File: src/rtl/serv_lsu_w.sv
// W-bit-serial load/store unit: shifts store data in, runs a Wishbone data
// cycle, aligns/extends load data and shifts it back out W bits per cycle.
module serv_lsu_w #(
    parameter int unsigned W        = 1,
    parameter bit          WITH_CSR = 1'b1
) (
    input  logic         i_clk,
    input  logic         i_rst,
    input  logic         i_start,
    input  logic         i_we,
    input  logic         i_word,
    input  logic         i_half,
    input  logic         i_signed,
    input  logic [1:0]   i_lsb,
    input  logic [W-1:0] i_op_b,
    output logic [W-1:0] o_rd,
    output logic         o_rd_valid,
    output logic         o_busy,
    output logic         o_done,
    output logic         o_misalign,
    output logic         o_wb_cyc,
    output logic         o_wb_we,
    output logic [3:0]   o_wb_sel,
    output logic [31:0]  o_wb_dat,
    input  logic [31:0]  i_wb_rdt,
    input  logic         i_wb_ack
);

    localparam int unsigned N  = 32 / W;
    localparam int unsigned CW = $clog2(N);

    typedef enum logic [2:0] {
        IDLE  = 3'd0,
        TRAP  = 3'd1,
        SHIN  = 3'd2,
        BUS   = 3'd3,
        SHOUT = 3'd4
    } state_t;

    state_t        state, state_nxt;
    logic [CW-1:0] cnt, cnt_nxt;
    logic [31:0]   dat, dat_nxt;
    logic          we_q, word_q, half_q, signed_q;
    logic [1:0]    lsb_q;
    logic          store_done, store_done_nxt;

    logic          last;
    logic          start_ok;
    logic          misalign_c;
    logic [7:0]    lane8;
    logic [15:0]   lane16;
    logic [31:0]   rdt_ext;
    logic [3:0]    sel;
    logic [31:0]   wdat;

    assign last       = (cnt == CW'(N - 1));
    // The store-done cycle is already IDLE; a start there is not taken.
    assign start_ok   = i_start && !store_done;
    assign misalign_c = WITH_CSR && ((i_lsb[0] && (i_word || i_half)) ||
                                     (i_lsb[1] && i_word));

    // Load lane selection and extension.
    always_comb begin
        lane8  = 8'(i_wb_rdt >> {lsb_q, 3'b000});
        lane16 = 16'(i_wb_rdt >> {lsb_q[1], 4'b0000});
        if (word_q)
            rdt_ext = i_wb_rdt;
        else if (half_q)
            rdt_ext = {{16{signed_q & lane16[15]}}, lane16};
        else
            rdt_ext = {{24{signed_q & lane8[7]}}, lane8};
    end

    // Store lane enables and replicated write data.
    always_comb begin
        if (word_q) begin
            sel  = 4'b1111;
            wdat = dat;
        end else if (half_q) begin
            sel  = lsb_q[1] ? 4'b1100 : 4'b0011;
            wdat = {2{dat[15:0]}};
        end else begin
            sel  = 4'b0001 << lsb_q;
            wdat = {4{dat[7:0]}};
        end
    end

    // Next-state, counter and data path.
    always_comb begin
        state_nxt      = state;
        dat_nxt        = dat;
        store_done_nxt = 1'b0;
        case (state)
            IDLE: begin
                if (start_ok) begin
                    if (misalign_c)
                        state_nxt = TRAP;
                    else if (i_we)
                        state_nxt = SHIN;
                    else
                        state_nxt = BUS;
                end
            end
            TRAP: state_nxt = IDLE;
            SHIN: begin
                dat_nxt = {i_op_b, dat[31:W]};
                if (last)
                    state_nxt = BUS;
            end
            BUS: begin
                if (i_wb_ack) begin
                    if (we_q) begin
                        state_nxt      = IDLE;
                        store_done_nxt = 1'b1;
                    end else begin
                        state_nxt = SHOUT;
                        dat_nxt   = rdt_ext;
                    end
                end
            end
            SHOUT: begin
                dat_nxt = dat >> W;
                if (last)
                    state_nxt = IDLE;
            end
            default: state_nxt = IDLE;
        endcase

        if (state_nxt != state)
            cnt_nxt = '0;
        else if (state == SHIN || state == SHOUT)
            cnt_nxt = cnt + 1'b1;
        else
            cnt_nxt = cnt;
    end

    always_ff @(posedge i_clk or posedge i_rst) begin
        if (i_rst) begin
            state      <= IDLE;
            cnt        <= '0;
            dat        <= '0;
            we_q       <= 1'b0;
            word_q     <= 1'b0;
            half_q     <= 1'b0;
            signed_q   <= 1'b0;
            lsb_q      <= 2'b00;
            store_done <= 1'b0;
        end else begin
            state      <= state_nxt;
            cnt        <= cnt_nxt;
            dat        <= dat_nxt;
            store_done <= store_done_nxt;
            if (state == IDLE && start_ok) begin
                we_q     <= i_we;
                word_q   <= i_word;
                half_q   <= i_half;
                signed_q <= i_signed;
                lsb_q    <= i_lsb;
            end
        end
    end

    // Outputs decode the registered state only; nothing flows from ack to cyc.
    assign o_busy     = (state != IDLE);
    assign o_wb_cyc   = (state == BUS);
    assign o_wb_we    = o_wb_cyc & we_q;
    assign o_wb_sel   = o_wb_cyc ? sel  : 4'b0000;
    assign o_wb_dat   = o_wb_cyc ? wdat : 32'h0;
    assign o_rd_valid = (state == SHOUT);
    assign o_rd       = o_rd_valid ? dat[W-1:0] : '0;
    assign o_done     = store_done | (o_rd_valid & last);
    assign o_misalign = (state == TRAP);

endmodule
File: config.mk
export PLATFORM = sky130hd
export DESIGN_NAME = serv_lsu_w
export DESIGN_NICKNAME = d
export VERILOG_FILES = /design/src/rtl/serv_lsu_w.sv
export SDC_FILE = /design/constraint.sdc
export NUM_CORES = 1
export LEC_CHECK = 0
export ABC_AREA = 1
export CAP_MARGIN = 40
export CORE_MARGIN = 3
export CORE_UTILIZATION = 51
export CTS_CLUSTER_DIAMETER = 50
export DETAILED_ROUTE_END_ITERATION = 16
export PLACE_DENSITY_LB_ADDON = 0.25
export SYNTH_ARGS = -nofsm -noshare
export SYNTH_HDL_FRONTEND = slang
export SYNTH_SLANG_ARGS = --single-unit
File: constraint.sdc
create_clock -name i_clk -period 2.7 [get_ports i_clk]
set_input_delay 0.675 -clock i_clk [delete_from_list [all_inputs] [get_ports i_clk]]
set_output_delay 0.675 -clock i_clk [all_outputs]
set_load 0.005 [all_outputs]
# [Word level (Yosys, flattened, before mapping)]
# Cells that the tools add are included.
[totals] register_bits=47 output_inout_bits=43
[op_classes] n_addsub=1 eq_ne=8 n_shift=3 muxes=26 bitwise_logic=5 reduce_logical=13
[op_table] op="$mux W32" n=7
[op_table] op="$pmux W32 S3" n=1
[op_table] op="$shr A32 B5 Y16" n=1
[op_table] op="$shr A32 B5 Y8" n=1
[op_table] op="$mux W4" n=4
[op_table] op="$mux W3" n=5
[op_table] op="$pmux W3 S4" n=1
[op_table] op="$mux W5" n=2
[op_table] op="$eq A3 B2 Y1 const B" n=2
[op_table] op="$reduce_bool A3 Y1" n=2
[op_table] op="$add A5 B1 Y5 const B" n=1
[op_table] op="$eq A5 B5 Y1 const B" n=1
[op_table] op="$mux W1" n=5
[op_table] op="$and A1 B1 Y1" n=4
[op_table] op="$logic_and A1 B1 Y1" n=4
[op_table] op="$shl A1 B2 Y4 const A" n=1
[op_table] op="$eq A3 B1 Y1 const B" n=1
[op_table] op="$eq A3 B3 Y1 const B" n=1
[op_table] op="$logic_not A3 Y1" n=1
[op_table] op="$logic_or A1 B1 Y1" n=3
[op_table] op="$ne A3 B3 Y1" n=1
[op_table] op="$reduce_and A3 Y1" n=1
[op_table] op="$mux W2" n=1
[op_table] op="$ne A2 B1 Y1 const B" n=1
[op_table] op="4 further kinds" n=4

# [Logic depth before layout (Yosys ltp)]
# Gate-level depths: netlist of the first run.
[depth] ltp_word=8 ltp_mapped=12 mapped_depth_nobuf=11

# [Worst setup path before layout of the first run]
# No wires, ideal clock.
[synth_path] kind="reg-to-output" start="register word_q" end="output o_wb_dat[13]" t_arrival_ns=1.284 required_ns=2.025 setup_slack_ns=0.741 stages_incl_launch_ff=6 cell_sequence="dfrtp_1 > clkbuf_1 > clkbuf_1 > clkbuf_1 > nand2_1 > a21oi_1"
[synth_between] elab_chain_cells=2
[synth_rtl] item="start, declared" line="43" text="logic we_q, word_q, half_q, signed_q;"
[synth_rtl] item="start signal, assigned" line="155" text="word_q <= i_word;"
[synth_rtl] item="$mux W32" line="76" text="if (word_q) begin"
[synth_rtl] item="$mux W32" line="168" text="assign o_wb_dat = o_wb_cyc ? wdat : 32'h0;"
[synth_rtl] item="end, declared" line="24" text="output logic [31:0] o_wb_dat,"
# No other way between the ends.

# [Worst setup path after layout of the first run]
[layout_path] start="register state[2]" end="output o_wb_dat[12]"
[layout_between] elab_chain_cells=2
[layout_rtl] item="start, declared" line="40" text="state_t state, state_nxt;"
[layout_rtl] item="start signal, assigned" line="149" text="state <= state_nxt;"
[layout_rtl] item="$eq A3 B2 Y1" line="165" text="assign o_wb_cyc = (state == BUS);"
[layout_rtl] item="$mux W32" line="168"
# No other way between the ends.

==> flow_summary.json, run 1 <==
{
  "fin_crit_ns": 2.64,
  "grtUsageTotal_pct": 31.0,
  "drv_slew": 0,
  "p_switching_mw": 2.35,
  "worstMarginPinSlew_ns": 0.616,
  "r2r_end": "dat[10]$_DFFE_PP0P_",
  "vias_per_cell": 5.70,
  "yosysUniqueCellTypes": 28,
  "fp.dieH_um": 86.5,
  "crit_path_start_kind": "flop",
  "r2r_start": "state[2]$_DFF_PP0_",
  "cap_viol_max_count": 0,
  "grt_pass1_vias": 3654,
  "crit_slowest_cell": "clkdlybuf4s50_1",
  "critPathKind": "flop to primary output",
  "htreeDepth": 2,
  "power.leakage_nw": 2.20,
  "place.gp.congestion": 0.963,
  "critPathCaptureType": "primary output",
  "clk_path_buf_depth": 2,
  "setup_viol": 0,
  "clkTransAtPathRegs_ns": 0.09,
  "cpPeakStageDelay_ns": 0.52,
  "cts.sinks": 47,
  "num_vias": 3980,
  "insertion_delay_ns": 0.31,
  "initial_utilization_pct": 54.2,
  "drt_iter0_drc": 540,
  "drive_above_1_share_pct": 8.19,
  "final_cell_mix": "nand2_1 (148), nor2_1 (81), clkdlybuf4s50_1 (79)",
  "ant_nets": 0,
  "reg2reg_slack_ns": 0.43,
  "synthCells": 531,
  "avgSynthCellArea_um2": 6.23,
  "yosysWarnings": 0,
  "hp-class": "flop to flop",
  "p_per_area_nw_per_um2": 1050,
  "wl_per_cell_um": 16.8,
  "num_rows": 28,
  "cts_tree": "yes",
  "grt_pass1_wl_mm": 18.3,
  "skew_ns": 0.0104,
  "crit_arrival_ns": 1.96,
  "antenna_cells": 0,
  "path_cells": "nor3_4 -> bufinv_16 -> a21oi_1 -> clkdlybuf4s50_1",
  "dieArea_um2": 7490,
  "slew_headroom_pct": 58.9,
  "path_max_fanout": 11,
  "utilization_pct": 74.3,
  "synth_nets": 576,
  "antenna_found_initial": 0,
  "peakVddDrop_mv": 0.659,
  "firstDrtPassIters": 6,
  "syn-cell-area_um2": 3310,
  "r2r_cells": 9,
  "dpl.cell_count": 678,
  "yosysSeqAreaShare_pct": 35.6,
  "p_comb_share_pct": 62.6,
  "period_share_pct": 97.6,
  "finalHoldWorstSlack_ns": 0.526,
  "final_area_um2": 4530,
  "fin_cells": 698,
  "worstHoldStart": "dat[2]$_DFFE_PP0P_",
  "fin_nets": 668,
  "rsz0062_at_grt": "true",
  "outcome": "finished clean",
  "drt_wl_total_mm": 11.7,
  "dp_hpwl_mm": 8.28,
  "cts_root_buffer": "clkbuf_8",
  "cp_data_required_time_ns": 2.03,
  "swShare_pct": 49.6,
  "placed_cell_area_um2": 4270,
  "die_x_um": 86.5,
  "drc_errors": 0,
  "grt_max_degree": 48,
  "hold_path_end": "dat[2]$_DFFE_PP0P_",
  "ios": 86,
  "clockPowerShare_pct": 10.9,
  "max_freq_mhz": 379,
  "area_growth_pct": 37.0,
  "seqPwrFrac_pct": 26.5,
  "hold_viol": 0,
  "n_fill_cell": 516,
  "final_common_cell": "nand2_1",
  "place.port_buffers": 85,
  "cts_buffers": 5,
  "hold_depth": 2,
  "ys_ff_latch": 47,
  "p_int_mw": 2.39,
  "core_um2": 6100,
  "grt_overflow": 0
}
cell type report:
class | count | area [µm²] | area share (%)
Sequential cell | 47 | 1180 | 26.0
Timing Repair Buffer | 111 | 1090 | 24.0
Clock inverter | 2 | 37.5 | 0.828
Multi-Input combinational cell | 394 | 1780 | 39.3
Tap cell | 75 | 93.8 | 2.07
Timing Repair inverter | 3 | 25.0 | 0.552
Inverter | 61 | 259 | 5.72
Clock buffer | 5 | 68.8 | 1.52
cells by family after synthesis:
family / synth area share [%]
AO/OA/AOI/OAI: 23.4
XOR/XNOR: 0.795
adder cells (fa/ha/maj): 0.757
buffers and inverters: 10.9
flip-flops: 35.6
AND/OR/NAND/NOR: 28.6
per-layer routing:
metal	vias up	part of all wire (%)	track usage, %
met2	250	44	46.7
met1	1806	42	45.3
met4	0	3.5	10.9
met5	-	0	0
li1	1881	-	-
met3	43	10	4.75
registers in the layout, summed over array words and instances (netlist names):
register	cells
half_q	1
lsb_q	2
dat	32
signed_q	1
cnt	5
word_q	1
we_q	1
state	3
store_done	1
power groups by stage:
stage	Clock [mW]	Combinational (mW)	Sequential [mW]
6_report	0.517	2.96	1.26
5_1_grt	0.546	3.27	1.29
4_1_cts	0.521	2.78	1.24
2_1_floorplan	0	1.83	1.14
3_5_place_dp	0	2.69	1.25
3_3_place_gp	0	2.65	1.24
what timing repair did:
action / 4_1_cts / 5_1_grt
gates resized for setup: 4 / 24
endpoints found under the hold margin: 0 / 0
gates cloned: 1 / 2
pin swaps: 0 / 2
setup endpoints to repair: 28 / 30
hold buffers: 0 / 0
setup buffers: 5 / 5
per-stage QoR:
step	worst slack [ns]	TNS, ns	power (mW)
final	0.0638	0	4.74
after CTS	0.00282	0	4.54
after global routing	-0.0180	-0.0483	5.10
after detailed placement	0.222	0	3.93
after global placement	0.297	0	3.89
after floorplan	0.741	0	2.96
synth_stat cells, drive strengths merged:
master | n | area share (%)
clkbuf | 18 | 2.0
ha | 2 | 0.76
dfrtp | 47 | 36
nand3 | 5 | 0.91
xnor2 | 2 | 0.53
nor3 | 3 | 0.79
xor2 | 1 | 0.26
inv | 60 | 6.8
o21ai | 59 | 9.0
a32oi | 2 | 0.53
o22ai | 7 | 1.3
o211ai | 7 | 1.6
and3 | 1 | 0.19
clkinv | 1 | 0.11
nand2 | 151 | 17
a21oi | 72 | 11
buf | 11 | 1.9
nor2 | 81 | 9.2
nand4 | 1 | 0.19
critical path: cells and delay by family (launching register included):
kind / cells / cell delay (ns)
flip-flops: 1 / 0.43
buffers and inverters: 2 / 0.76
AND/OR/NAND/NOR: 1 / 0.33
AO/OA/AOI/OAI: 1 / 0.14
worst max-delay path by stage:
stage	start	to	slack [ns]	cells past startpoint
2_1_floorplan	word_q$_DFFE_PP0P_	o_wb_dat[13]	0.74	5
3_3_place_gp	half_q$_DFFE_PP0P_	o_wb_dat[15]	0.30	4
3_5_place_dp	half_q$_DFFE_PP0P_	o_wb_dat[25]	0.22	5
4_1_cts	state[1]$_DFF_PP0_	o_wb_dat[28]	0.003	5
5_1_grt	state[1]$_DFF_PP0_	o_wb_dat[0]	-0.02	6
6_report	state[2]$_DFF_PP0_	o_wb_dat[12]	0.06	4
Power figures use the tool's default switching activity.
==> inputs of run 2 (changes only) <==
--- a/config.mk
+++ b/config.mk
@@ -11,6 +11,7 @@
 export CORE_UTILIZATION = 51
 export CTS_CLUSTER_DIAMETER = 50
 export DETAILED_ROUTE_END_ITERATION = 16
+export MAX_ROUTING_LAYER = met4
 export PLACE_DENSITY_LB_ADDON = 0.25
 export SYNTH_ARGS = -nofsm -noshare
 export SYNTH_HDL_FRONTEND = slang
==> run 2 against run 1 <==
Effect of this change:
- critical path depth unchanged
- sequential share of layout area up 0.37 points
- wire length is 3.6% lower
- non-clock buffer count shrank 4
- maximum frequency fell by 0.68%
- count of clock-buffer cells in the layout unchanged
- final cell count decreased by 0.72%
- largest cell class unchanged
==> flow_summary.json, run 2 (synthesized netlist as in run 1, its figures left out) <==
{
  "ios": 86,
  "num_vias": 3844,
  "cap_viol_max_count": 0,
  "cts_buffers": 5,
  "wl_per_cell_um": 16.3,
  "firstDrtPassIters": 6,
  "fin_nets": 662,
  "worstMarginPinSlew_ns": 0.574,
  "grtUsageTotal_pct": 30.8,
  "insertion_delay_ns": 0.30,
  "ant_nets": 0,
  "grt_pass1_wl_mm": 17.6,
  "finalHoldWorstSlack_ns": 0.518,
  "num_rows": 28,
  "peakVddDrop_mv": 0.589,
  "hold_viol": 0,
  "fin_crit_ns": 2.65,
  "path_max_fanout": 22,
  "regMostFlops": "dat",
  "p_per_area_nw_per_um2": 1040,
  "core_um2": 6100,
  "dieArea_um2": 7490,
  "htreeDepth": 2,
  "path_cells": "nor3_4 -> bufinv_16 -> a21oi_1 -> clkdlybuf4s50_1",
  "drt_iter0_drc": 475,
  "cts_root_buffer": "clkbuf_8",
  "largest_register_ffs": 32,
  "final_common_cell": "nand2_1",
  "drc_errors": 0,
  "clk_path_buf_depth": 2,
  "place.port_buffers": 85,
  "cp_num_buf_inv": 2,
  "finalPower_mw": 4.62,
  "cts_hold_buf": 0,
  "critPathCaptureType": "primary output",
  "fp.dieH_um": 86.5,
  "clkTransAtPathRegs_ns": 0.09,
  "cts_tree": "yes",
  "drv_slew": 0,
  "place.gp.congestion": 0.990,
  "die_x_um": 86.5,
  "critPathKind": "flop to primary output",
  "crit_slowest_cell": "clkdlybuf4s50_1",
  "utilization_pct": 73.2,
  "area_growth_pct": 34.9,
  "power.leakage_nw": 2.08,
  "path_delay_family": "buffers and inverters",
  "initial_utilization_pct": 54.2,
  "period_share_pct": 98.3,
  "antenna_cells": 0,
  "skew_ns": 0.00881,
  "setup_viol": 0,
  "max_freq_mhz": 377,
  "n_fill_cell": 535,
  "hp-class": "flop to flop",
  "crit_arrival_ns": 1.98,
  "grt_overflow": 0,
  "grt_max_degree": 44,
  "drive_above_1_share_pct": 7.12,
  "vias_per_cell": 5.55,
  "dpl.cell_count": 682,
  "antenna_found_initial": 0,
  "slew_headroom_pct": 61.4,
  "fin_cells": 693,
  "top_regs": "dat x32, cnt x5, state x3",
  "crit_path_start_kind": "flop",
  "final_cell_mix": "nand2_1 (148), clkdlybuf4s50_1 (85), nor2_1 (81)",
  "tns_ns": 0,
  "cpPeakStageDelay_ns": 0.52,
  "drt_wl_total_mm": 11.3,
  "multi_input_area_um2": 1780,
  "cp_data_required_time_ns": 2.03,
  "seqCellArea_um2": 1180,
  "dp_hpwl_mm": 8.34,
  "grt_pass1_vias": 3602,
  "outcome": "finished clean",
  "cts.sinks": 47
}
==> run 2: cell count changes in the layout (fill, tap and decap cells not counted), sizes merged <==
cell,before,now
buf,25,22
clkbuf,6,5
clkdlybuf4s50,79,85
clkinv,2,4
clkinvlp,3,0
dlymetal6s2s,6,0
==> run 2: metal layers <==
layer,vias up,wire length [µm],track usage [%]
met5,-,0,-
met3,22,1030,4.37
met2,215,5050,46.2
li1,1866,-,-
met1,1741,5040,44.2
met4,0,194,7.37
==> run 2: worst register-to-register path: cells and delay by family, from the launching register on <==
kind | cells | cell delay [ns]
AO/OA/AOI/OAI | 1 | 0.14
buffers and inverters | 3 | 0.72
AND/OR/NAND/NOR | 4 | 0.88
flip-flops | 1 | 0.44
==> run 2: cell type report <==
class,count,share of cell area (%)
flip-flops and latches,47,26.4
repair inverters,1,0.196
multi-input cells,394,39.9
repair buffers,107,23.1
inverters,61,5.72
clock inverters,3,0.981
well taps,75,2.10
clock buffers,5,1.54
==> run 2: worst paths after layout <==
check | start | to | slack (ns) | depth (start not counted)
max | state[2]$_DFF_PP0_ | o_wb_dat[10] | 0.05 | 4
min | dat[6]$_DFFE_PP0P_ | dat[6]$_DFFE_PP0P_ | 0.52 | 2
max reg2reg | state[2]$_DFF_PP0_ | dat[21]$_DFFE_PP0P_ | 0.44 | 8
min reg2reg | dat[6]$_DFFE_PP0P_ | dat[6]$_DFFE_PP0P_ | 0.52 | 2
max in group asynchronous | i_rst | word_q$_DFFE_PP0P_ | 1.59 | 3
min in group asynchronous | i_rst | dat[20]$_DFFE_PP0P_ | 0.54 | 2
==> run 2: repair_timing <==
item                                    CTS  global route
setup buffers                             0             2
gates resized for setup                   1            15
endpoints found under the setup margin   14            15
cloned                                    0             1
pin swaps                                 0             2
==> run 2: report_power, final <==
| group | switching (mW) | internal [mW] |
|---|---|---|
| Combinational | 1.78 | 1.08 |
| Clock | 0.252 | 0.276 |
| Sequential | 0.247 | 0.989 |
| Total | 2.28 | 2.35 |
==> run 2: stage by stage <==
step	setup slack [ns]	area (µm²)
3_3_place_gp	0.366	4280
4_1_cts	0.0478	4400
3_5_place_dp	0.307	4280
5_1_grt	-0.0261	4460
2_1_floorplan	0.741	3310
6_report	0.0457	4460
